File: src/rtl/ppd_frame_packer.sv
`default_nettype none
// ============================================================================
// Module   : ppd_frame_packer
// Purpose  : Packs a push-only 48-bit sample stream into fixed-length packets
//            for a downstream host FIFO. Each packet is a header word
//            {SYNC, seq, PKT_LEN} followed by PKT_LEN payload words. When the
//            sample stream stalls mid-packet for TIMEOUT cycles, the packet
//            is finished with zero pad words. An 8-deep FIFO absorbs input
//            while the header is written or the downstream FIFO is full.
// Ports    : clk_clk      - clock, rising edge
//            reset_reset  - asynchronous active-high reset
//            in_wdata     - input sample word
//            in_wrreq     - input sample strobe (no backpressure)
//            enable       - accept samples when high
//            out_wdata    - word to downstream FIFO
//            out_wrreq    - downstream write strobe (combinational)
//            out_wrfull   - downstream FIFO full
//            pkt_count    - completed packets (wraps)
//            drop_count   - samples lost to internal overflow (wraps)
//            busy         - high whenever not IDLE
// Revision : 1.0 - initial release
// ============================================================================
module ppd_frame_packer #(
  parameter int          PKT_LEN = 128,
  parameter int          TIMEOUT = 1024,
  parameter logic [15:0] SYNC    = 16'hA5C3
) (
  input  logic        clk_clk,
  input  logic        reset_reset,
  input  logic [47:0] in_wdata,
  input  logic        in_wrreq,
  input  logic        enable,
  output logic [47:0] out_wdata,
  output logic        out_wrreq,
  input  logic        out_wrfull,
  output logic [31:0] pkt_count,
  output logic [31:0] drop_count,
  output logic        busy
);

  localparam logic [15:0] c_PKT_LEN = 16'(PKT_LEN);
  // Idle count value at which the next empty cycle completes the timeout.
  localparam logic [15:0] c_TO_LAST = 16'(TIMEOUT - 1);

  typedef enum logic [1:0] {
    S_IDLE    = 2'd0,
    S_HEADER  = 2'd1,
    S_PAYLOAD = 2'd2,
    S_PAD     = 2'd3
  } state_t;

  state_t      r_state, w_state_nxt;
  logic [47:0] r_mem [8];
  logic [2:0]  r_wptr, r_rptr;
  logic [3:0]  r_cnt;
  logic [15:0] r_rem, w_rem_nxt;
  logic [15:0] r_idle, w_idle_nxt;
  logic [15:0] r_seq, w_seq_nxt;
  logic [31:0] r_pkt, w_pkt_nxt;
  logic [31:0] r_drop;

  logic       w_empty, w_full, w_push, w_drop, w_pop;
  logic [3:0] w_cnt_nxt;

  // Full/empty use pre-edge occupancy, so a push into a full FIFO is
  // dropped even when a pop happens on the same edge.
  assign w_empty   = (r_cnt == 4'd0);
  assign w_full    = r_cnt[3];
  assign w_push    = in_wrreq & enable & ~w_full;
  assign w_drop    = in_wrreq & enable & w_full;
  assign w_pop     = (r_state == S_PAYLOAD) & ~out_wrfull & ~w_empty;
  assign w_cnt_nxt = r_cnt + {3'b000, w_push} - {3'b000, w_pop};

  assign out_wrreq = ~out_wrfull & ((r_state == S_HEADER) | (r_state == S_PAD) |
                                    ((r_state == S_PAYLOAD) & ~w_empty));
  assign busy       = (r_state != S_IDLE);
  assign pkt_count  = r_pkt;
  assign drop_count = r_drop;

  always_comb begin
    w_state_nxt = r_state;
    w_rem_nxt   = r_rem;
    w_idle_nxt  = 16'd0;
    w_seq_nxt   = r_seq;
    w_pkt_nxt   = r_pkt;
    out_wdata   = 48'h0;
    case (r_state)
      S_IDLE: begin
        if (!w_empty && !out_wrfull) w_state_nxt = S_HEADER;
      end
      S_HEADER: begin
        out_wdata = {SYNC, r_seq, c_PKT_LEN};
        if (out_wrreq) begin
          w_state_nxt = S_PAYLOAD;
          w_rem_nxt   = c_PKT_LEN;
        end
      end
      S_PAYLOAD: begin
        out_wdata = r_mem[r_rptr];
        if (out_wrfull) begin
          w_idle_nxt = r_idle;
        end else if (!w_pop) begin
          // FIFO empty this cycle: count it, and switch to padding once
          // TIMEOUT consecutive empty cycles have elapsed. A sample pushed
          // on that same edge simply waits in the FIFO for the next packet.
          if (r_idle == c_TO_LAST) begin
            w_state_nxt = S_PAD;
          end else begin
            w_idle_nxt = r_idle + 16'd1;
          end
        end
      end
      default: begin
        out_wdata = 48'h0;
      end
    endcase

    if (out_wrreq && ((r_state == S_PAYLOAD) || (r_state == S_PAD))) begin
      w_rem_nxt = r_rem - 16'd1;
      if (r_rem == 16'd1) begin
        w_seq_nxt = r_seq + 16'd1;
        w_pkt_nxt = r_pkt + 32'd1;
        // Passing through IDLE takes no cycle when data is already waiting,
        // so back-to-back packets cost only the header word.
        w_state_nxt = (w_cnt_nxt != 4'd0) ? S_HEADER : S_IDLE;
      end
    end
  end

  always_ff @(posedge clk_clk or posedge reset_reset) begin
    if (reset_reset) begin
      r_state <= S_IDLE;
      r_wptr  <= 3'd0;
      r_rptr  <= 3'd0;
      r_cnt   <= 4'd0;
      r_rem   <= 16'd0;
      r_idle  <= 16'd0;
      r_seq   <= 16'd0;
      r_pkt   <= 32'd0;
      r_drop  <= 32'd0;
    end else begin
      r_state <= w_state_nxt;
      r_rem   <= w_rem_nxt;
      r_idle  <= w_idle_nxt;
      r_seq   <= w_seq_nxt;
      r_pkt   <= w_pkt_nxt;
      r_cnt   <= w_cnt_nxt;
      if (w_push) r_wptr <= r_wptr + 3'd1;
      if (w_pop)  r_rptr <= r_rptr + 3'd1;
      if (w_drop) r_drop <= r_drop + 32'd1;
    end
  end

  // Storage needs no reset; occupancy and pointers define validity.
  always_ff @(posedge clk_clk) begin
    if (w_push) r_mem[r_wptr] <= in_wdata;
  end

endmodule
`default_nettype wire

File: config.mk
export PLATFORM = sky130hd
export DESIGN_NAME = ppd_frame_packer
export DESIGN_NICKNAME = d
export VERILOG_FILES = /design/src/rtl/ppd_frame_packer.sv
export SDC_FILE = /design/constraint.sdc
export NUM_CORES = 1
export LEC_CHECK = 0
export ABC_CLOCK_PERIOD_IN_PS = 4400
export BUFFER_PORTS_ARGS = -buffer_cell sky130_fd_sc_hd__buf_2
export CORE_MARGIN = 5
export CORE_UTILIZATION = 54
export DETAILED_ROUTE_END_ITERATION = 6
export PLACE_DENSITY = 0.73
export RECOVER_POWER = 25
export SLEW_MARGIN = 30
export SYNTH_ARGS = -nofsm -noshare
export SYNTH_HDL_FRONTEND = slang
export SYNTH_SLANG_ARGS = --single-unit
File: constraint.sdc
create_clock -name clk_clk -period 4.4 [get_ports clk_clk]
set_clock_uncertainty 0.2 [all_clocks]
set_input_delay 0.88 -clock clk_clk [delete_from_list [all_inputs] [get_ports clk_clk]]
set_output_delay 0.88 -clock clk_clk [all_outputs]
set_load 0.01 [all_outputs]
==> summary.md, run 1 <==
| Metric | Value |
|---|---|
| Die H | 206 µm |
| Sw Pwr | 3.73 mW |
| Die width | 206 µm |
| Slowest cell on crit path | dfrtp_4 |
| Port buffer count | 166 |
| Max Clk Rate | 0.245 GHz |
| Clk pwr share | 0.327 |
| RSZ-0062 raised after global routing | false |
| Worst setup SP type | register |
| Part of the power in registers | 0.440 |
| Max-slew violations | 0 |
| Post-place setup slack | 0.948 ns |
| Sw Ratio | 0.281 |
| # IOs | 167 |
| Largest net degree at the start of global routing | 65 |
| CP endpoint kind | output pin |
| Final Hold Fails | 0 |
| DRC | 0 |
| Fin worst setup slack | 0.321 ns |
| CP Class | register to output pin |
| Routed WL | 42300 µm |
| Yosys warning total | 0 |
| First-pass GRT wire length | 65700 µm |
| Worst flop-to-flop path startpoint | r_state[0] |
| Crit-path max FO | 34 |
| Syn Area/Cell | 17.0 µm² |
| Core Region | 37800 µm² |
| Maxcap violations | 0 |
| Iter 0 DRT Violations | 752 |
| TritonCTS clock tree | done |
| Antenna violations before repair | 7 |
| Worst skew pair latency | 0.59 ns |
| Largest family of logic cells by synthesized area | multiplexers |
| Post-synth EDFFs | 384 |
| Reg2reg end | r_state[0] |
| TritonCTS buffer count | 52 |
| CP delay by family, top | multiplexers |
| WP data required | 3.32 ns |
| H-tree Lvls | 2 |
| Final setup viols | 0 |
| Total power | 13.2 mW |
| Vias per inst | 5.70 |
| CP Cell Sequence | buf_12 -> mux4_2 -> mux2_2 -> a22oi_1 -> nor2b_1 -> buf_2 |
| Tmin final | 4.08 ns |
| CP arrival | 3.00 ns |
| Ys async rst share | 0.244 |
| Worst min-delay path class | primary input to asynchronous set/reset pin |
| Buf/Inv on CP | 2 |
| Synth cell types | 54 |
| Initial Utilization | 0.549 |
| Drt wl/cell | 21.3 µm |
| Cell area after synthesis | 20800 µm² |
| Flop2flop setup slack | 1.21 ns |
| Xor and xnor area share after synthesis | 0.0422 |
| Vias in the first global route | 11503 |
| Synth-to-layout area growth | 16.0% |
| Final setup TNS | 0 ns |
| Longest Clk Path Bufs | 3 |
| Util after Layout | 0.637 |
| Simple-gate share of the synthesized area | 0.0797 |
| CTS Root Cell | clkbuf_16 |
| Die area | 42500 µm² |
| Commonest register cell after synthesis | edfxtp_1 |
| Final GP Congestion | 0.786 |
| Pleak | 8.82 nW |
| Leading cell types in the layout, fill and taps excluded | edfxtp_1, buf_2, dfrtp_1 |
| Min Hold Slack | 0.246 ns |
| Slew HR | 0.417 |
| R2R depth | 10 |
| Yosys reg bits | 508 |
| Commonest non-fill, non-tap cell in the layout | edfxtp_1 |
| Maximum vdd drop | 0.000384 V |
| Final period util | 0.927 |
| Power per cell area | 550 nW/µm² |
| Status | completed |
| Initial DRT Pass Iterations | 5 |
| # nets final | 1500 |
| Vias | 11305 |
| GR Overflow Total | 0 |
| Row cnt | 71 |
| Post-synthesis mux area share | 0.130 |
| Slowest stage delay, CP | 0.70 ns |
| DP HPWL | 25600 µm |
| Internal power | 9.52 mW |
| Syn Nets | 1297 |
| Proportion of layout cells with a drive suffix above 1 | 0.262 |
| Sink Count | 508 |
| Combinational power share | 0.233 |
| DRT antenna net count | 0 |
| Compound-Gate Fraction of Synth Area | 0.0193 |
| Sequential area share after synthesis | 0.705 |
| Post_cts resized | 0 |
| Total GRT Usage | 0.201 |
| Postcts setup bufs | 0 |
| Clock slew at reported path FFs | 0.06 ns |
| Adder-Cell Fraction of Synth Area | 0.0118 |
| Measured slew at the worst slew-check pin | 0.867 ns |
| Hold-fix buffer count after cts | 0 |
| Synth Instances | 1225 |
## power groups by stage
stage / combinational [mW] / clock (mW) / sequential, mW
2_1_floorplan: 2.38 / 0 / 5.70
3_3_place_gp: 3.08 / 0 / 5.91
3_5_place_dp: 3.13 / 0 / 5.93
4_1_cts: 3.15 / 4.43 / 5.84
5_1_grt: 3.37 / 4.63 / 5.87
6_report: 3.09 / 4.33 / 5.83
## worst max-delay path by stage
stage / endpoint / cells past startpoint / start / slack [ns]
6_report: out_wdata[16] / 6 / r_rptr[0] / 0.32
5_1_grt: out_wdata[29] / 6 / r_rptr[0] / 0.15
4_1_cts: out_wdata[29] / 6 / r_rptr[0] / 0.28
3_5_place_dp: out_wdata[13] / 6 / r_rptr[0] / 0.95
3_3_place_gp: out_wdata[18] / 6 / r_rptr[0] / 0.94
2_1_floorplan: drop_count[0] / 1 / reset_reset / 0.02
## cell usage after synthesis, drive strengths merged (2+ instances only)
cell type  number  share of area
a21oi          19         0.0046
a22oi          16         0.0058
and2            7         0.0021
and3           12         0.0036
and4            7         0.0030
buf            18         0.0039
clkbuf         27         0.0049
dfrtp         124           0.15
edfxtp        384           0.56
ha             18          0.011
inv            20         0.0036
mux2           27          0.015
mux2i          23          0.011
mux4           96           0.10
nand2          63          0.011
nand2b          7         0.0021
nand3          25         0.0060
nand4          33         0.0099
nor2           83          0.015
nor2b          27         0.0081
nor3           18         0.0046
nor3b           2        0.00072
nor4           13         0.0042
o21ai          15         0.0036
o31ai           4         0.0014
or2             6         0.0018
or3             8         0.0024
or4             6         0.0025
xnor2          56          0.024
xor2           44          0.019
## metrics by stage
step / instance area [µm²] / std cells
3_5_place_dp: 22400 / 1885
5_1_grt: 24100 / 1983
6_report: 24100 / 1985
2_1_floorplan: 20800 / 1225
3_3_place_gp: 22400 / 1885
4_1_cts: 24100 / 1983
## layout make-up
cell class,instances,area (µm²)
clock buffer,64,1400
antenna,2,5.00
multi-input combinational,651,5950
sequential,508,14600
inverter,21,81.3
clock inverter,34,304
tap,511,639
timing repair buffer,194,1080
fill,2702,13700
## sequential cells by signal, summed over array words and instances, names as in the netlist
name / cells
r_wptr: 3
r_rem: 16
drop_count: 32
pkt_count: 32
r_rptr: 3
r_mem: 384
r_state: 2
r_seq: 16
r_cnt: 4
r_idle: 16
## per-layer routing
layer  wire length, µm  vias to the layer above  track usage
met5                54                        -            0
met2             20700                      285        0.332
li1                  -                     5140            -
met1             18100                     5795        0.274
met3              2470                       75       0.0402
met4              1000                       10       0.0582
## cell families after synthesis
family | count (synthesis)
adders and majority gates | 19
DFF | 508
muxes | 146
buffers and inverters | 66
AOI/OAI and AO/OA | 64
and+or+nand+nor | 322
xor gates and xnor gates | 100
Note: power is estimated with default switching activity, not from simulation.
==> inputs of run 2 (changes only) <==
- CORE_ASPECT_RATIO: unset -> 0.7
==> summary.md, run 2 (synthesis results as in run 1) <==
| Metric | Value |
|---|---|
| Die area | 42500 µm² (+0.15%) |
| Port buffer count | 166 (unchanged) |
| # IOs | 167 (unchanged) |
| Worst flop-to-flop path startpoint | r_cnt[3] |
| DP HPWL | 26700 µm (+4.5%) |
| Routed WL | 43800 µm (+3.6%) |
| Drt wl/cell | 22.4 µm (+5.0%) |
| Leading cell types in the layout, fill and taps excluded | edfxtp_1, buf_2, dfrtp_1 |
| Final Hold Fails | 0 (unchanged) |
| Pleak | 8.67 nW (-1.8%) |
| Measured slew at the worst slew-check pin | 0.901 ns (+0.0337 ns) |
| Sink Count | 508 (unchanged) |
| Status | completed |
| DRC | 0 (unchanged) |
| H-tree Lvls | 2 (unchanged) |
| Crit-path max FO | 12 (-65%) |
| Total GRT Usage | 0.210 (+0.00894) |
| Longest Clk Path Bufs | 3 (unchanged) |
| Worst min-delay path class | register to register |
| CP endpoint kind | output pin |
| First-pass GRT wire length | 70000 µm (+6.5%) |
| Largest register FFs | 384 (unchanged) |
| Final period util | 0.915 (-0.0122) |
| Maximum vdd drop | 0.000407 V (+6.1%) |
| TritonCTS buffer count | 48 (-7.7%) |
| Slew HR | 0.399 (-0.0172) |
| Maxcap violations | 0 (unchanged) |
| Max-slew violations | 0 (unchanged) |
| Post_cts resized | 0 (unchanged) |
| Initial DRT Pass Iterations | 5 (unchanged) |
| Worst Setup SP | r_cnt[3] |
| Iter 0 DRT Violations | 1059 (+41%) |
| Antenna violations before repair | 5 (-2) |
| # nets final | 1495 (-0.33%) |
| Power per cell area | 534 nW/µm² (-2.8%) |
| Worst hold start | drop_count[31] |
| Vias | 11431 (+1.1%) |
| Proportion of layout cells with a drive suffix above 1 | 0.245 (-0.0167) |
| Vias per inst | 5.84 (+2.5%) |
| Core Region | 38200 µm² (+0.97%) |
| GR Overflow Total | 0 (unchanged) |
| Worst setup SP type | register |
| Util after Layout | 0.623 (-0.0138) |
| RSZ-0062 raised after global routing | false |
| CP arrival | 2.94 ns (-0.06 ns) |
| Die H | 174 µm (-16%) |
| # fillers | 2758 (+2.1%) |
| Initial Utilization | 0.544 (-0.00528) |
| Synth-to-layout area growth | 14.6% |
| WP data required | 3.32 ns (about the same) |
| CTS Root Cell | clkbuf_16 |
| Final setup TNS | 0 ns (unchanged) |
| Largest net degree at the start of global routing | 65 (unchanged) |
| Tmin final | 4.02 ns (-0.0539 ns) |
| Top reg by flops | r_mem |
| DRT antenna net count | 0 (unchanged) |
| Vias in the first global route | 11850 (+3.0%) |
| Row cnt | 60 (-15%) |
| Max Clk Rate | 0.248 GHz (+1.3%) |
| Commonest non-fill, non-tap cell in the layout | edfxtp_1 |
| Postcts setup bufs | 0 (unchanged) |
| Worst skew pair latency | 0.56 ns (-0.03 ns) |
| Min Hold Slack | 0.261 ns (+0.0146 ns) |
| Clock slew at reported path FFs | 0.06 ns (about the same) |
| TritonCTS clock tree | done |
| CP Class | register to output pin |
| Die width | 244 µm (+19%) |
| Final GP Congestion | 0.822 (+4.6%) |
| Final setup viols | 0 (unchanged) |
| Hold-fix buffer count after cts | 0 (unchanged) |
## run 2: cell types whose count changed in the layout (fill, tap and decap cells not counted), moves of 3 or more
cell,before,now
buf_4,21,18
bufinv_16,4,0
clkbuf_1,48,55
clkbuf_16,53,49
clkinv_1,6,15
clkinv_2,19,8
## run 2: metal layers
layer,vias up,wire length [µm],global-route usage
met3,69,2170,0.0363
met1,5941,20000,0.316
li1,5130,-,-
met5,-,55,0
met2,283,20700,0.324
met4,8,876,0.0536
## run 2: worst paths after layout
kind,to,slack [ns],depth (start not counted)
setup / recovery,out_wrreq,0.38,6
hold / removal,drop_count[31],0.26,1
setup reg to reg,r_state[0],0.95,10
hold reg to reg,drop_count[31],0.26,1
max in group asynchronous,r_seq[6],2.92,3
min in group asynchronous,pkt_count[6],0.29,2
## run 2: cell type report
cell class | count | area, µm² | share of cell area
antenna | 1 | 2.50 | 0.000105
sequential | 508 | 14600 | 0.615
clock buffer | 64 | 1300 | 0.0547
timing repair buffer | 193 | 1090 | 0.0459
multi-input combinational | 651 | 5940 | 0.250
tap | 496 | 621 | 0.0261
clock inverter | 25 | 116 | 0.00489
inverter | 21 | 81.3 | 0.00342
## run 2: worst max-delay path: stages (launching register included)
cell	delay [ns]
dfrtp_1	0.40
inv_1	0.09
ha_1	0.17
nor3b_1	0.59
o21a_1	0.53
clkinv_1	0.36
buf_2	0.23
## run 2: report_power, final
group / leakage (nW) / switching, mW / total, mW / internal (mW)
sequential: 5.14 / 0.331 / 5.81 / 5.47
combinational: 2.83 / 1.59 / 3.13 / 1.54
clock: 0.700 / 1.71 / 3.78 / 2.08
total: 8.67 / 3.63 / 12.7 / 9.09
## run 2: per-stage QoR
step           power [mW]  worst slack, ns  cells  cell area, µm²
6_report             12.7            0.375   1959           23800
5_1_grt              13.4            0.204   1959           23800
3_3_place_gp         9.00            0.977   1869           22400
2_1_floorplan        8.08           0.0208   1225           20800
3_5_place_dp         9.06            0.987   1869           22400
4_1_cts              12.9            0.370   1958           23900
==> inputs of run 3 (changes only) <==
- CAP_MARGIN: unset -> 20
- RECOVER_POWER: 25 -> 100
==> summary.md, run 3 (synthesis results as in run 1) <==
| Metric | Value |
|---|---|
| Sink Count | 508 (unchanged) |
| CTS Root Cell | clkbuf_16 |
| Vias in the first global route | 11850 (unchanged) |
| Flop2flop setup slack | 0.44 ns (-0.51 ns) |
| Leading cell types in the layout, fill and taps excluded | edfxtp_1, clkbuf_1, dfrtp_1 |
| TritonCTS clock tree | done |
| Port buffer count | 166 (unchanged) |
| Vias per inst | 5.80 (-0.58%) |
| Crit-path max FO | 42 (+30) |
| Initial DRT Pass Iterations | 5 (unchanged) |
| DP HPWL | 26700 µm (unchanged) |
| Iter 0 DRT Violations | 1049 (-0.94%) |
| Violated checks | max-capacitance violations, max-slew violations |
| Power per cell area | 538 nW/µm² (+0.62%) |
| Largest net degree at the start of global routing | 65 (unchanged) |
| Total power | 12.7 mW (-0.51%) |
| Synth-to-layout area growth | 13.3% |
| Routed WL | 43900 µm (about the same) |
| Final setup viols | 0 (unchanged) |
| RSZ-0062 raised after global routing | false |
| GR Overflow Total | 0 (unchanged) |
| Util after Layout | 0.616 (-0.00697) |
| Maxcap violations | 9 (+9) |
| Drt wl/cell | 22.4 µm (about the same) |
| # IOs | 167 (unchanged) |
| Hold-fix buffer count after cts | 0 (unchanged) |
| CP arrival | 2.93 ns (about the same) |
| Max-slew violations | 292 (+292) |
| Measured slew at the worst slew-check pin | 2.56 ns (+1.66 ns) |
| Post_cts resized | 0 (unchanged) |
| Top reg by flops | r_mem |
| Final GP Congestion | 0.822 (unchanged) |
| Initial Utilization | 0.544 (unchanged) |
| WP data required | 3.32 ns (about the same) |
| Worst setup SP type | register |
| DRT antenna net count | 0 (unchanged) |
| Row cnt | 60 (unchanged) |
| Worst min-delay path class | register to register |
| Worst skew pair latency | 0.56 ns (about the same) |
| Postcts setup bufs | 0 (unchanged) |
| Final setup TNS | 0 ns (unchanged) |
| Final Hold Fails | 0 (unchanged) |
| Max Clk Rate | 0.249 GHz (+0.42%) |
| CP endpoint kind | output pin |
| Vias | 11365 (-0.58%) |
| Pleak | 8.15 nW (-5.9%) |
| Slew HR | -0.705 (-1.10) |
| First-pass GRT wire length | 70000 µm (unchanged) |
| # nets final | 1495 (unchanged) |
| CP Class | register to output pin |
| Proportion of layout cells with a drive suffix above 1 | 0.152 (-0.0930) |
| Maximum vdd drop | 0.000398 V (-2.1%) |
| Antenna violations before repair | 5 (unchanged) |
| Core Region | 38200 µm² (unchanged) |
| Non-Filler Instances | 1959 (unchanged) |
| Tmin final | 4.01 ns (-0.0168 ns) |
| Commonest non-fill, non-tap cell in the layout | edfxtp_1 |
| Placed Instances | 1869 (unchanged) |
| Longest Clk Path Bufs | 3 (unchanged) |
| Clock slew at reported path FFs | 0.06 ns (about the same) |
| Final period util | 0.911 (-0.00381) |
| Status | finished, violations left |
| Die area | 42500 µm² (unchanged) |
| Die width | 244 µm (unchanged) |
| Min Hold Slack | 0.268 ns (+0.00751 ns) |
| H-tree Lvls | 2 (unchanged) |
| Largest register FFs | 384 (unchanged) |
| DRC | 0 (unchanged) |
| Die H | 174 µm (unchanged) |
| Total GRT Usage | 0.210 (unchanged) |
| TritonCTS buffer count | 48 (unchanged) |
## run 3: cell types whose count changed in the layout (fill, tap and decap cells not counted), moves of 3 or more
| cell | previous run | this run |
|---|---|---|
| clkbuf_1 | 55 | 175 |
| buf_2 | 124 | 13 |
| buf_4 | 18 | 7 |
| mux2_1 | 0 | 4 |
| mux2_2 | 27 | 23 |
| nor2_1 | 77 | 81 |
| nor2_4 | 6 | 2 |
| clkbuf_2 | 0 | 3 |
| nor3_1 | 15 | 18 |
| or2_0 | 0 | 3 |
## run 3: area by class of cell
cell class | instances | area, µm²
multi-input combinational | 651 | 5870
timing repair buffer | 193 | 901
fill | 2834 | 14700
clock inverter | 25 | 116
clock buffer | 64 | 1300
antenna | 1 | 2.50
tap | 496 | 621
inverter | 21 | 78.8
sequential | 508 | 14600
## run 3: report_power, final
part           leakage [nW]  internal [mW]  switching [mW]
clock                 0.700           2.08            1.71
combinational          2.32           1.49            1.57
sequential             5.14           5.48           0.321
## run 3: metal layers
metal  up-vias  wire [µm]  global-route usage
met5         -         53                   0
met4         8        916              0.0536
met3        71       2210              0.0363
met2       282      20600               0.324
met1      5886      20100               0.316
li1       5118          -                   -
## run 3: final timing paths
check | start | endpoint | depth (start not counted)
max in group asynchronous | reset_reset | r_rptr[1] | 2
max | r_rptr[0] | out_wdata[4] | 6
min | drop_count[31] | drop_count[31] | 1
max reg2reg | r_cnt[3] | r_mem[2][24] | 5
min in group asynchronous | reset_reset | pkt_count[6] | 2
min reg2reg | drop_count[31] | drop_count[31] | 1
## run 3: metrics by stage
| step | worst slack, ns | area, µm² |
|---|---|---|
| finish | 0.392 | 23500 |
| detailed placement | 0.987 | 22400 |
| CTS | 0.370 | 23900 |
| global route | 0.107 | 23500 |
| floorplan | 0.0208 | 20800 |
| global placement | 0.977 | 22400 |
## run 3: critical path, stage by stage, from the launching register on
cell      delay, ns
dfrtp_4        0.65
buf_12         0.37
clkbuf_2       0.39
mux4_2         0.54
mux2i_1        0.19
nor2_1         0.06
clkbuf_1       0.15
